<file path="src/rtl/led_strip_top.sv">
// led_strip_top: drives a WS2812-style LED strip on PIN_1 with an animated
// green/red gradient. Each frame is a low latch gap followed by NUM_LEDS
// 24-bit GRB pixel words, one NRZ-encoded bit every BIT_CYCLES clocks. LED
// mirrors transmit activity, and USBPU keeps the USB pull-up disabled.
module led_strip_top #(
   parameter int NUM_LEDS     = 8,
   parameter int BIT_CYCLES   = 20,
   parameter int T0H_CYCLES   = 6,
   parameter int T1H_CYCLES   = 13,
   parameter int RESET_CYCLES = 1000
) (
   input  logic CLK,
   input  logic RESET_N,
   output logic LED,
   output logic PIN_1,
   output logic USBPU
);

   localparam int CW = (BIT_CYCLES > 1) ? $clog2(BIT_CYCLES) : 1;
   localparam int LW = (RESET_CYCLES > 1) ? $clog2(RESET_CYCLES) : 1;

   typedef enum logic {LATCH = 1'b0, SEND = 1'b1} state_t;

   state_t          state;
   state_t          state_nxt;
   logic [LW-1:0]   latch_cnt;
   logic [CW-1:0]   cyc_cnt;
   logic [4:0]      bit_idx;
   logic [7:0]      pix_idx;
   logic [7:0]      frame;

   logic [7:0]      green;
   logic [23:0]     pixel_word;
   logic            cur_bit;
   logic            latch_done;
   logic            bit_last;
   logic            word_last;
   logic            frame_last;
   logic            pin_nxt;

   assign USBPU = 1'b0;

   // Pattern for the pixel being sent and the end-of-bit/word/frame strobes.
   always_comb begin
      // NOTE: every signal gets a default first so no latch can be inferred.
      green      = frame + {pix_idx[2:0], 5'b0_0000};
      pixel_word = {green, ~green, 8'h10};
      cur_bit    = pixel_word[5'd23 - bit_idx];
      latch_done = (latch_cnt == LW'(RESET_CYCLES - 1));
      bit_last   = (cyc_cnt == CW'(BIT_CYCLES - 1));
      word_last  = bit_last && (bit_idx == 5'd23);
      frame_last = word_last && (pix_idx == 8'(NUM_LEDS - 1));
      pin_nxt    = (state == SEND) &&
                   (cyc_cnt < (cur_bit ? CW'(T1H_CYCLES) : CW'(T0H_CYCLES)));
   end

   // Next-state logic: latch gap, then one full frame of pixels.
   always_comb begin
      state_nxt = state;
      case (state)
         LATCH:   if (latch_done) state_nxt = SEND;
         SEND:    if (frame_last) state_nxt = LATCH;
         default: state_nxt = LATCH;
      endcase
   end

   // State register.
   always_ff @(posedge CLK or negedge RESET_N) begin
      // NOTE: non-blocking assignments so every register samples pre-edge values.
      if (!RESET_N) state <= LATCH;
      else          state <= state_nxt;
   end

   // Latch, bit-period, bit, pixel and frame counters.
   always_ff @(posedge CLK or negedge RESET_N) begin
      if (!RESET_N) begin
         latch_cnt <= '0;
         cyc_cnt   <= '0;
         bit_idx   <= '0;
         pix_idx   <= '0;
         frame     <= '0;
      end else if (state == LATCH) begin
         latch_cnt <= latch_done ? '0 : latch_cnt + LW'(1);
      end else begin
         latch_cnt <= '0;
         cyc_cnt   <= bit_last ? '0 : cyc_cnt + CW'(1);
         if (bit_last)   bit_idx <= (bit_idx == 5'd23) ? 5'd0 : bit_idx + 5'd1;
         if (word_last)  pix_idx <= frame_last ? 8'd0 : pix_idx + 8'd1;
         if (frame_last) frame   <= frame + 8'd1;
      end
   end

   // Registered outputs so the strip and indicator see glitch-free levels.
   always_ff @(posedge CLK or negedge RESET_N) begin
      if (!RESET_N) begin
         PIN_1 <= 1'b0;
         LED   <= 1'b0;
      end else begin
         PIN_1 <= pin_nxt;
         LED   <= (state == SEND);
      end
   end

endmodule

</file>
<file path="config.mk">
export PLATFORM = sky130hd
export DESIGN_NAME = led_strip_top
export DESIGN_NICKNAME = d
export VERILOG_FILES = /design/src/rtl/led_strip_top.sv
export SDC_FILE = /design/constraint.sdc
export NUM_CORES = 1
export LEC_CHECK = 0
export BUFFER_PORTS_ARGS = -buffer_cell sky130_fd_sc_hd__clkbuf_2
export CAP_MARGIN = 40
export CORE_UTILIZATION = 61
export DETAILED_ROUTE_END_ITERATION = 8
export PLACE_DENSITY = 0.78
export SLEW_MARGIN = 25
export SYNTH_ARGS = -nofsm -noshare
export SYNTH_HDL_FRONTEND = slang
export SYNTH_SLANG_ARGS = --single-unit
</file>
<file path="constraint.sdc">
create_clock -name CLK -period 3.8 [get_ports CLK]
set_input_delay 0.76 -clock CLK [delete_from_list [all_inputs] [get_ports CLK]]
set_output_delay 0.76 -clock CLK [all_outputs]
set_load 0.01 [all_outputs]
</file>
# After elaboration in Yosys (flattened, before gate mapping)
# Cells that the tools add are included.
[word_totals]
regBits = 39
latchBits = 0
ram_bits = 0
rom_bits = 0
inputBits = 2
output_inout_bits = 3
wordCells = 40
mem_count = 0
[classes]
add_sub_neg = 7
n_mul = 0
div_mod_pow = 0
order_cmp = 2
n_eq_ne = 4
shift = 0
muxes = 11
n_bitwise = 2
reduce_logical = 6
[op_table]
columns = ["op", "n"]
rows = [
  ["$mux 10", 2],
  ["$add 8x1->8 const B", 2],
  ["$add 10x1->10 const B", 1],
  ["$add 5x1->5 const B", 2],
  ["$eq 10x10->1 const B", 1],
  ["$eq 5x5->1 const B", 2],
  ["$mux 5", 2],
  ["$add 8x8->8", 1],
  ["$eq 8x3->1 const B", 1],
  ["$mux 8", 1],
  ["$not 8->8", 1],
  ["$lt 5x6->1 const B", 1],
  ["$reduce_and 2->1", 3],
  ["$bmux 1 s5", 1],
  ["$lt 5x4->1", 1],
  ["$sub 5x5->5 const A", 1],
  ["$mux 4", 1],
  ["$logic_and 1x1->1", 3],
  ["$mux 1", 3],
  ["$pmux 1 s2", 1],
  ["$not 1->1", 1],
]

# Longest topological paths before layout
# Gate-level depths: netlist (run 1).
[depth]
ltp_word = 7
depth_mapped = 12
mapped_depth_nobuf = 12

# Worst setup path after synthesis (run 1)
# No wires, ideal clock.
[synth_path]
path_kind = "register to register"
startpoint = "register pix_idx[0]"
endpoint = "register PIN_1"
arrival_time_ps = 2707
t_required_ps = 3723
setup_slack_ps = 1015
stages_incl_launch_ff = 13
path_buffers = 0
path_cell_list = "dfrtp_1 -> ha_1 -> fa_1 -> a21oi_1 -> o21ai_0 -> a221oi_1 -> a21bo_2 -> inv_1 -> ha_1 -> a31oi_1 -> nor2_1 -> or4_1 -> a21oi_1"
[synth_via]
elab_chain_len = 7
[synth_lines]
columns = ["element", "line_no", "rtl"]
rows = [
  ["start: declaration", "29", "logic [7:0] pix_idx;"],
  ["start signal: assignment", "88", "if (word_last) pix_idx <= frame_last ? 8'd0 : pix_idx + 8'd1;"],
  ["$add 8x8->8 (*)", "46", "green = frame + {pix_idx[2:0], 5'b0_0000};"],
  ["$not 8->8", "47", "pixel_word = {green, ~green, 8'h10};"],
  ["$bmux 1 s5 (*)", "48", "cur_bit = pixel_word[5'd23 - bit_idx];"],
  ["$mux 1 (not written as such) (*)", "48", ""],
  ["$mux 4 (*)", "54", "(cyc_cnt < (cur_bit ? CW'(T1H_CYCLES) : CW'(T0H_CYCLES)));"],
  ["$lt 5x4->1 (*)", "54", ""],
  ["$logic_and 1x1->1 (*)", "53", "pin_nxt = (state == SEND) &&"],
  ["named net pin_nxt", "39", "logic pin_nxt;"],
  ["end signal: assignment", "99", "PIN_1 <= pin_nxt;"],
  ["end: declaration", "15", "output logic PIN_1,"],
]
# Mark *: on every way through the listed nets, which the timed path passes. The rest lies on a longest branch. The select of a mux whose other input is x is not followed.
# A chain may end at the register's enable or synchronous reset.

# Worst setup path in the final report (run 1)
# Same ends and word-level chain as after synthesis.

==> results.md, run 1 <==
Synthesis:
- The number of flops mapped to enable cells by yosys is 0.
- After synthesis the netlist holds a flip-flop and latch count of 39.
- The share of synthesized registers carrying an async set or reset is 100.0%.
- Sequential elements use about half of the synthesized area.
- The number of synthesis warnings is 0.
- The number of distinct library cell variants in the gate-level netlist after synthesis is 39.
- The number of nets produced by synthesis is approximately 210.
- The cell area after synthesis is roughly 0.002 mm².
- The dominant synthesized flop cell is dfrtp_1.
- The per-instance average area after synthesis is roughly 10 µm².
- The gate count after technology mapping is 196.

CTS:
- Clock-pin slew was measured on the worst setup and hold paths at roughly 110 ps.
- The post-CTS setup buffer count is 0.
- The number of hold buffers added after cts is 0.
- The clock passes through at most 2 buffers.
- The number of clock sinks is 39.
- The clock reaches the later pin of the worst-skew pair after between 300 and 400 ps.
- The H-tree depth reported by CTS is 2.
- The TritonCTS clock tree is yes.
- In this run, CTS created clock tree buffers numbering 5.
- After clock tree synthesis, the repair step resized 0 gates.
- The cell at the root of the clock tree is clkbuf_4.

Place:
- After detailed placement, the total cell area comes to 0.002092 mm².
- The routability congestion estimate from global placement is 0.8424.
- The count of buffers added on input and output ports is 3.
- The detailed-placement wirelength estimate is 2581 µm.

GRT:
- The number of global-route vias before repair is 1423.
- The number of antenna violations at the first check in global routing was 0.
- In the global route stage, overall resource usage came out at a little under a quarter.
- The global-route wire length before repair is 6203 µm.
- After global routing the overflow that remains totals 0.
- Entering global routing, the biggest net connects 25 pins.

Power and ir drop:
- The analysis attributes to cell leakage a power of roughly 0.00094 µW.
- For this design the ratio of total power to cell area is 294.7 mW/mm².
- The share of total power dissipated in the clock network is about a third.
- Of the total power, combinational logic draws 1.9%.
- The share of total power consumed by net switching is a little under a quarter.
- VDD sags by at most roughly 0.00023 V.
- The switching power total is between 100 and 150 µW.
- The internal power of the cells totals around 500 µW.
- The sequential group share of total power is 65.6%.
- The total power is around 630 µW.

Floorplanning:
- The core outline area is 0.003103 mm².
- The area enclosed by the die boundary is 0.003543 mm².
- The number of rows in the core area is 20.
- The horizontal extent of the die is 59.52 µm.
- The initial standard-cell utilization of the core is between 60% and 70%.
- The die height is about 60 µm.
- During I/O placement, the number of pins put on the boundary was 5.

STA:
- On the final layout, the worst clock skew is between 6 and 7 ps.
- Counting I/O delays and the setup requirement, the final critical path takes 2991 ps.
- Timing would allow up to roughly 0.33 GHz.
- The relative max-transition margin is 54.93%.
- The number of max-slew violations in the final report is 0.
- The number of endpoints failing setup at the final stage is 0.
- Setup repair after global routing left no endpoint under its margin.
- The hold slack is approximately 340 ps.
- The slew at the pin with the worst max-slew slack is between 600 and 700 ps.
- The total negative slack is 0 ps.
- The part of the cycle the worst path needs is between 70% and 80%.
- The hold violation total from the final report came to 0.

Critical path:
- The worst setup path is launched from a flop.
- In this run the worst setup path terminates at PIN_1.
- The category of the critical setup timing path is reg2reg.
- STA puts the critical path data arrival time at 3270 ps.
- The startpoint of the lowest-slack register-to-register path is pix_idx[0].
- The highest fanout seen on the critical path is 4.
- At the worst endpoint, the required time is 4080 ps.
- The endpoint identified for the worst register-to-register timing path is PIN_1.
- Counting cells, the worst reg-to-reg path comes to 12.
- The worst setup path is captured at a flop.
- The source of the critical timing path is pix_idx[0].
- Setup slack on the worst reg-to-reg path comes out at 810 ps.

Drt:
- The DRC violation count after routing is 0.
- The average wire per standard cell is about 14 µm.
- Using the TritonRoute via totals, the vias-per-cell ratio works out to 5.781.
- The detailed-routing iteration count for the pre-antenna-repair pass is 5.
- The final layout contains routed wiring with a total length of 3499 µm.
- The count of nets left with antenna violations after detail routing is 0.
- The starting DRC count in detailed routing is 94.
- The total vias in the final route is about 1400.

Layout:
- Of the cells placed in the final design, the portion with a size suffix greater than 1 is a little over a tenth.
- In the final layout, the multi-input gates occupy about 980 µm².
- Fill cells in the final layout number around 260.
- The number of inserted diodes is 0.
- Relative to the synthesized area, the layout overhead comes to 6.324%.
- At the end of the flow, the number of nets in the layout was about 220.
- The most frequent standard cell in the layout excluding fill and tap cells is dfrtp_1.
- Leaving out fill and tap cells, the most frequent cells in the layout are 39 x dfrtp_1, 16 x nor2_1, 16 x xnor2_1.
- Summing all flip-flop and latch instances after layout gives ~980 µm².
- After routing the design area is roughly 0.0021 mm².

Run:
- The max-cap violation count is 0.

Status:
- The flow ran to the end, and the final reports show no timing, DRC or antenna violations.

Hold path:
- The worst min-delay path class is in2async.
metrics by stage:
step                      utilization, %  setup slack (ps)  instances
final                              69.15             809.2        247
after global placement             66.37             950.2        237
after floorplan                        -              1015        196
after detailed placement           67.42             845.3        239
after global routing               69.15             531.4        247
after CTS                          69.15             831.1        247
sequential cells by signal, summed over array words and instances, names as in the netlist:
signal     flops
latch_cnt     10
frame          8
pix_idx        8
bit_idx        5
cyc_cnt        5
LED            1
PIN_1          1
state          1
routing by layer:
layer	vias up	GRT usage [%]	part of all wire, %
met5	-	0	0
met4	0	7.641	0.91
met3	4	8.297	4.9
met2	30	38.04	49
met1	703	30.71	45
li1	691	-	-
worst min-delay path by stage:
stage	cells past startpoint	endpoint	startpoint
floorplan	1	pix_idx[7]	pix_idx[7]
global placement	1	pix_idx[7]	pix_idx[7]
detailed placement	1	pix_idx[7]	pix_idx[7]
CTS	1	frame[4]	RESET_N
global route	1	frame[4]	RESET_N
finish	1	frame[4]	RESET_N
kinds of logic after synthesis:
group / share of synthesized area, %
compound gates: 7.874
xor+xnor: 10.23
fa+ha+maj: 7.192
buf+inv: 3.286
flops: 48.36
mux: 3.162
other cells: 0.1858
simple gates: 19.71
synth_stat cells (5+ instances only):
| master | n | area (µm²) |
|---|---|---|
| dfrtp_1 | 39 | 975.9 |
| nor2_1 | 16 | 60.06 |
| xnor2_1 | 16 | 140.1 |
| nand2_1 | 15 | 56.30 |
| nand3_1 | 13 | 65.06 |
| ha_1 | 10 | 125.1 |
| a21oi_1 | 9 | 45.04 |
| o21ai_0 | 9 | 45.04 |
| inv_1 | 8 | 30.03 |
| nand4_1 | 5 | 31.28 |
| nor3_1 | 5 | 25.02 |
| xor2_1 | 5 | 43.79 |
critical path, stage by stage, from the launching register on:
cell and delay [ps]:
dfrtp_1 440, ha_1 230, fa_1 430, a21oi_1 150, o21ai_0 120, a221oi_1 270
a21bo_2 280, inv_1 60, ha_1 230, a31oi_1 170, nor2_1 50, or4_1 390
a21oi_1 130
cell type report:
| cell class | instances | share of cell area, % |
|---|---|---|
| tap | 44 | 2.566 |
| clock inverter | 2 | 0.5831 |
| inverter | 8 | 1.399 |
| timing repair buffer | 6 | 2.566 |
| sequential | 39 | 45.48 |
| multi-input combinational | 142 | 45.48 |
| clock buffer | 6 | 1.924 |
power by group through the flow:
| stage | sequential (µW) | combinational, µW | clock, µW |
|---|---|---|---|
| floorplan | 423 | 1.19 | 0 |
| global placement | 423 | 8.60 | 0 |
| detailed placement | 423 | 12.6 | 0 |
| CTS | 415 | 12.6 | 212 |
| global route | 415 | 13.9 | 228 |
| finish | 415 | 12.0 | 206 |
Power figures use the tool's default switching activity.
==> inputs of run 2 (changes only) <==
- ABC_AREA: unset -> 1
- CORE_UTILIZATION: 61 -> 56
- PLACE_DENSITY: 0.78 -> 0.75
- clock period: 3.8 -> 2.65 ns (I/O delays scaled with it)
==> results.md, run 2 <==
Power and ir drop:
- The share of total power consumed by net switching is 20.20%.
- The switching power total is 228.9 µW.
- IR analysis of the VDD net gives a maximum drop of ~0.00036 V.
- The portion of total power attributed to combinational logic is 1.5%.
- The leakage power is around 0.0012 µW.
- The internal power of the cells totals about 900 µW.
- The share of total power dissipated in the clock network is between 40% and 50%.
- The power density normalized to cell area is between 400 and 500 mW/mm².
- The share of total power dissipated in sequential elements is between 50% and 60%.

Synthesis:
- The post-synthesis sequential area ratio is a little under half.
- The dominant synthesized flop cell is dfrtp_1.
- The cell area after synthesis is about 0.0021 mm².
- The per-instance average area after synthesis is approximately 8.8 µm².
- The number of distinct library cell variants in the gate-level netlist after synthesis is 33.
- The number of synthesis warnings is 0.
- By area the synthesized netlist is led by dfrtp_1 45%, nand2_1 7.2%, inv_1 6.1%.
- Synthesis handed over a netlist of between 200 and 250 instances.
- Counting flops and latches in the post-synthesis netlist gives 39.
- Synthesis produced a netlist with a net count of approximately 260.
- The most frequently used cell type in the post-synthesis netlist is nand2_1.
- The commonest cells after synthesis are 41 x nand2_1, 39 x dfrtp_1, 35 x inv_1.
- For this run, asynchronously set or reset flops after synthesis account for 100.0%.
- The share of synthesized area in the top cell type comes to between 40% and 50%.
- The synthesized design contains 0 enable-type register cells.
- dfrtp_1 takes more of the synthesized area than any other cell.

Layout:
- Relative to the synthesized area, the layout overhead comes to 9.662%.
- Excluding fillers, the count of instances in the completed layout stands at 302.
- The finished cells cover between 0.002 and 0.0025 mm².
- The number of inserted diodes is 0.
- In the final layout, the share of cells above drive strength 1 is ~11%.
- In the final layout, the registers with the most flip-flops are latch_cnt x10, frame x8, pix_idx x8.
- After the last flow step, the layout net total stands at around 270.
- More flip-flops sit in one register than any other, and that register is latch_cnt.
- The flip-flop count of the largest register after layout is 10.
- The fill cell instance count of the final layout is between 300 and 400.
- Leaving out fill and tap cells, the most frequent cells in the layout are 41 x nand2_1, 39 x dfrtp_1, 35 x inv_1.
- The most frequent standard cell in the layout excluding fill and tap cells is nand2_1.

STA:
- The setup slack after layout is approximately 220 ps.
- The worst-case clock skew is between 6 and 7 ps.
- The total negative slack is 0 ps.
- Setup repair after global routing left no endpoint under its margin.
- The number of max-slew violations in the final report is 0.
- The hold violation total from the final report was 0.
- The achievable clock frequency is just over 0.4 GHz.
- The number of endpoints failing setup at the final stage is 0.
- The final critical-path required period is around 2400 ps.
- After layout, the worst path uses between 90 and 100% of the clock period.

GRT:
- The number of antenna violations at the first check in global routing is 0.
- Entering global routing, the biggest net connects 25 pins.
- After global routing the overflow that remains totals 0.
- In the global route stage, overall resource usage came out at between 20% and 30%.
- The number of global-route vias before repair is around 1700.
- The global-route wire length before repair is 7141 µm.

Floorplanning:
- The die covers just over 0.004 mm².
- The number of rows in the core area is 22.
- The die height is 63.96 µm.
- The initial standard-cell utilization of the core is around 59%.
- The floorplan step set the die width to about 64 µm.
- The boundary pin count is 5.
- The core outline area is about 0.0037 mm².

CTS:
- Counting the buffers created by CTS gives 5.
- The number of gates resized after CTS is 0.
- The H-tree generated during clock tree synthesis spans 2 levels.
- The post-CTS setup buffer count is 0.
- The clock insertion delay at the later pin of the skew report is ~300 ps.
- The maximum clock path buffer count is 2.
- The clock drives 39 sinks.
- The clock edge transition at the registers on the reported setup and hold paths is 80 ps.
- In this run, post-CTS hold repair placed 0 buffers.
- The TritonCTS clock tree is yes.
- The cell at the root of the clock tree is clkbuf_8.

Drt:
- The first routing iteration left around 110 violations.
- The final route contains between 1500 and 2000 vias.
- The count of nets left with antenna violations after detail routing is 0.
- The routed wire length is roughly 3800 µm.
- The via density per instance is roughly 5.3.
- The average wire per standard cell is ~13 µm.
- The DRC violation count after routing is 0.
- The detailed-routing iteration count for the pre-antenna-repair pass is 4.

Critical path:
- The endpoint class of the critical path is a flop.
- Of all nets on the critical path, the largest fanout is 7.
- STA classifies the critical path startpoint as a flop.
- For the worst setup path, the data arrival time is 2620 ps.
- Data on the critical path is required at its endpoint by around 2800 ps.
- The category of the critical setup timing path is reg2reg.

Status:
- The flow ran to the end, and the final reports show no timing, DRC or antenna violations.

Run:
- The max-cap violation count is 0.

Place:
- The placed cell count is 294.
- The post-placement cell area is 0.002240 mm².
- The number of port buffers is 3.
- At the end of routability-driven placement, the weighted congestion stood at around 0.83.
- The detailed-placement wirelength estimate is approximately 2800 µm.
- The worst slack at placement is 254.0 ps.

Hold path:
- The worst min-delay path class is in2async.
## run 2: changes by cell type after synthesis, sizes merged, moves of 7 or more
cell / change
nand2: +29
inv: +28
xnor2: -15
nand3: +9
nor2: +9
a21oi: +7
## run 2: path summary, 6_finish.rpt
kind,to,start,slack (ps),cells past startpoint
worst max-delay path,PIN_1,pix_idx[0],220,16
worst min-delay path,cyc_cnt[4],RESET_N,160,1
worst max register to register,PIN_1,pix_idx[0],220,16
worst min register to register,latch_cnt[0],latch_cnt[0],480,1
max in group asynchronous,state,RESET_N,2030,2
min in group CLK,latch_cnt[0],latch_cnt[0],480,1
## run 2: critical path, stage by stage, from the launching register on
cell and delay, ps:
dfrtp_1 470, ha_1 250, fa_1 410, inv_1 110
nand2_1 60, nand3_1 70, nand3_1 70, nand2_1 70
nand2_1 60, nand2_1 60, nand2_1 60, nand3_1 100
inv_1 50, ha_1 260, nand3_1 70, nor2_1 90
a21oi_1 70
## run 2: layout make-up
type | instances | area [µm²] | area share, %
clock inverters | 2 | 35.03 | 1.486
multi-input cells | 166 | 1017 | 43.15
flip-flops and latches | 39 | 975.9 | 41.40
repair buffers | 4 | 42.54 | 1.805
clock buffers | 6 | 82.58 | 3.503
well taps | 48 | 60.06 | 2.548
inverters | 37 | 143.9 | 6.104
## run 2: metrics by stage
| stage | hold slack [ps] | total power [µW] | utilization (%) |
|---|---|---|---|
| floorplan | 234.4 | 608.3 | - |
| global placement | 451.9 | 619.4 | 60.42 |
| detailed placement | 476.3 | 624.5 | 61.18 |
| CTS | 169.0 | 1142 | 64.39 |
| global route | 185.5 | 1164 | 64.39 |
| finish | 155.9 | 1133 | 64.39 |
## run 2: power by group through the flow
stage / sequential (µW) / clock, µW / combinational (µW)
after floorplan: 607 / 0 / 1.71
after global placement: 606 / 0 / 12.9
after detailed placement: 606 / 0 / 18.2
after CTS: 594 / 529 / 18.2
after global routing: 594 / 550 / 20.2
final: 594 / 521 / 16.8
## run 2: cells by family (layout without fill, tap and decap cells)
| kind of cell | count (synthesis) | after routing | synth area share (%) |
|---|---|---|---|
| buffers and inverters | 39 | 49 | 7.276 |
| adders and majority gates | 11 | 11 | 6.752 |
| other | 1 | 1 | 0.1745 |
| and+or+nand+nor | 115 | 115 | 29.05 |
| AOI/OAI and AO/OA | 27 | 27 | 6.461 |
| DFF | 39 | 39 | 45.40 |
| xor gates and xnor gates | 12 | 12 | 4.889 |
## run 2: routing by layer
layer / part of all wire, % / up-vias / wire [µm] / GRT usage (%)
li1: - / 820 / - / -
met1: 48 / 769 / 1844 / 28.70
met2: 49 / 20 / 1883 / 38.83
met3: 2.8 / 2 / 106 / 5.893
met4: 0.26 / 0 / 10 / 5.966
met5: 0 / - / 0 / 0
==> inputs of run 3 (changes only) <==
- CORE_MARGIN: unset -> 4
- REMOVE_ABC_BUFFERS: unset -> 1
==> results.md, run 3 (synthesized netlist as in run 2, its figures left out) <==
Status:
- The flow ran to the end, and the final reports show no timing, DRC or antenna violations.

Layout:
- In the final layout, the registers with the most flip-flops are latch_cnt x10, frame x8, pix_idx x8.
- Summing all multi-input logic gate instances after layout gives about 0.001 mm².
- The post-route netlist has a little under an eighth of its cells at a drive strength greater than 1.
- The fill cell instance count of the final layout is 321.
- The register name with the most flops is latch_cnt.
- The most frequent standard cell in the layout excluding fill and tap cells is nand2_1.
- Relative to the synthesized area, the layout overhead comes to 7.858%.
- The flip-flop count of the largest register after layout is 10.
- The sequential cell area in the final layout is just under 0.001 mm².
- The net total in the final layout is approximately 270.
- Leaving out filler cells and counting taps, the final layout contains ~300.
- The number of inserted diodes is 0.
- Cells fill between 60% and 70% of the core in the end.
- The library cells used most frequently in the layout, excluding fill and tap cells, are 41 x nand2_1, 38 x dfrtp_1, 35 x inv_1.

Critical path:
- The critical path is of the reg2reg type.
- Along the worst path, the maximum fanout reaches 7.
- The worst register-to-register path ends at PIN_1.
- STA classifies the critical path endpoint as a flop.
- The data arrival time at the worst-slack endpoint is about 2600 ps.
- The peak per-stage delay on the critical path is ~460 ps.
- The reg-to-reg setup timing slack is around 260 ps.
- The nature of the critical path startpoint is a flop.
- Walking the worst path, the cells encountered are ha_1, fa_1, inv_1, nand2_1, nand3_1, nand3_1, nand2_1, nand2_1, nand2_1, nand2_1, nand3_1, inv_1, ha_1, nand3_1, nor2_1, a21oi_1.
- The startpoint of the lowest-slack register-to-register path is pix_idx[0].
- The worst register-to-register path has a depth of 16.
- The largest individual stage delay along the critical path comes from the cell dfrtp_2.
- The most used cell along the critical path is nand2_1.
- The required time of the critical path is 2830 ps.

Drt:
- The routed layout has ~1600 vias.
- The DRC violation count after routing is 0.
- The via density per instance is 5.384.
- The detailed-routing iteration count for the pre-antenna-repair pass is 4.
- In the final routed layout, each cell accounts on average for 12.98 µm.
- The routed wire length is 3919 µm.
- The detailed router finished its first iteration with between 80 and 90 violations.
- Once detail routing completed, the nets flagged for antenna violations numbered 0.

CTS:
- The maximum clock path buffer count is 2.
- The number of buffers created by CTS is 5.
- The number of clock sinks is 39.
- In this run the number of H-tree levels came out at 2.
- The clock insertion delay at the later pin of the skew report is between 200 and 300 ps.
- In this run the post-CTS setup repair buffer count came out at 0.
- The cell sitting at the root of the clock tree is a clkbuf_8.
- After clock tree synthesis, the clock-pin slew on the worst setup and hold paths is roughly 80 ps.
- The TritonCTS clock tree is yes.

Hold path:
- In this run the worst hold path is classified as in2async.

Floorplanning:
- After floorplanning, the core was sized to cover between 0.003 and 0.004 mm².
- The number of rows in the core area is 22.
- The area enclosed by the die boundary is 0.004894 mm².
- The initial standard-cell utilization of the core is between 50% and 60%.
- The boundary pin count is 5.
- The horizontal extent of the die is 69.96 µm.
- The die height is 69.96 µm.

STA:
- Adding up every negative setup slack in the final design gives 0 ps.
- Across all hold checks on the routed design, the worst slack comes to approximately 150 ps.
- Setup repair after global routing left no endpoint under its margin.
- The hold violation total from the final report is 0.
- The setup slack after layout is 255.2 ps.
- Static timing analysis puts the maximum clock frequency at 0.4176 GHz.
- The smallest clock period supported by the final layout is computed as ~2400 ps.
- The worst-case clock skew is 3.053 ps.
- The number of max-slew violations in the final report is 0.
- The part of the cycle the worst path needs is approximately nine tenths.
- The number of endpoints failing setup at the final stage is 0.

GRT:
- The largest net degree at the start of global routing is 26.
- Global routing used 18.40% of the available tracks.
- The global-route wire length before repair is roughly 7300 µm.
- The number of global-route vias before repair is about 1700.
- The number of antenna violations at the first check in global routing was 0.
- The aggregate global routing overflow is 0.

Place:
- The detailed-placement wirelength estimate is approximately 3000 µm.
- Once placement completed, the tool counted placed cells totaling around 290.
- The congestion estimate from routability-driven global placement came to roughly 0.79.
- Before CTS, the worst setup slack after placement is between 200 and 300 ps.
- The number of port buffers is 3.

Power and ir drop:
- The leakage power is roughly 0.0012 µW.
- IR analysis of the VDD net gives a maximum drop of around 0.00025 V.
- Power spread over the standard cell area amounts to roughly 440 mW/mm².

Run:
- The max-cap violation count is 0.
==> run 3: changes by cell type in the layout (fill, tap and decap cells not counted) <==
cell,previous run,this run
clkbuf_8,6,5
clkbuf_1,0,1
clkinvlp_4,0,1
buf_12,0,1
dfrtp_2,0,1
buf_16,1,0
bufinv_16,1,0
dfrtp_1,39,38
==> run 3: layout make-up <==
type,instances,share of cell area (%)
sequential,39,42.15
timing repair buffer,4,1.511
multi-input combinational,166,43.88
clock inverter,2,0.5397
clock buffer,6,3.130
inverter,37,6.206
tap,48,2.590
==> run 3: metrics by stage <==
| step | cell area (µm²) | total power, µW |
|---|---|---|
| 2_1_floorplan | 2137 | 607.2 |
| 3_3_place_gp | 2212 | 619.4 |
| 3_5_place_dp | 2232 | 623.1 |
| 4_1_cts | 2317 | 1018 |
| 5_1_grt | 2318 | 1053 |
| 6_report | 2318 | 1009 |
==> run 3: power by group <==
part / internal [µW] / switching (µW) / total (µW)
combinational: 3.44 / 12.2 / 15.6
clock: 184 / 215 / 399
sequential: 594 / 0 / 594
total: 782 / 227 / 1010
==> run 3: worst max-delay path: cells and delay by family (launching register included) <==
family	cells	cell delay, ps
flip-flops	1	460
AO/OA/AOI/OAI	1	70
adder cells (fa/ha/maj)	3	900
AND/OR/NAND/NOR	10	720
buffers and inverters	2	150
==> run 3: metal layers <==
layer  share of wire (%)  global-route usage (%)  vias to the layer above  wire [µm]
li1                    -                       -                      818          -
met5                   0                       0                        -          0
met2                  49                   30.22                       23       1904
met3                 3.3                   3.885                        6        129
met4                 1.6                   6.809                        0         63
met1                  47                   23.83                      779       1823
==> run 3: worst max path at each step <==
stage               startpoint  endpoint  cells past startpoint
floorplan           pix_idx[0]     PIN_1                     16
global placement    pix_idx[0]     PIN_1                     16
detailed placement  pix_idx[0]     PIN_1                     16
CTS                 pix_idx[0]     PIN_1                     16
global route        pix_idx[0]     PIN_1                     16
finish              pix_idx[0]     PIN_1                     16
==> run 3: what timing repair did <==
| item | 4_1_cts | 5_1_grt |
|---|---|---|
| resized for setup | 0 | 1 |
| hold buffers | 0 | 0 |
| endpoints found under the setup margin | 0 | 1 |
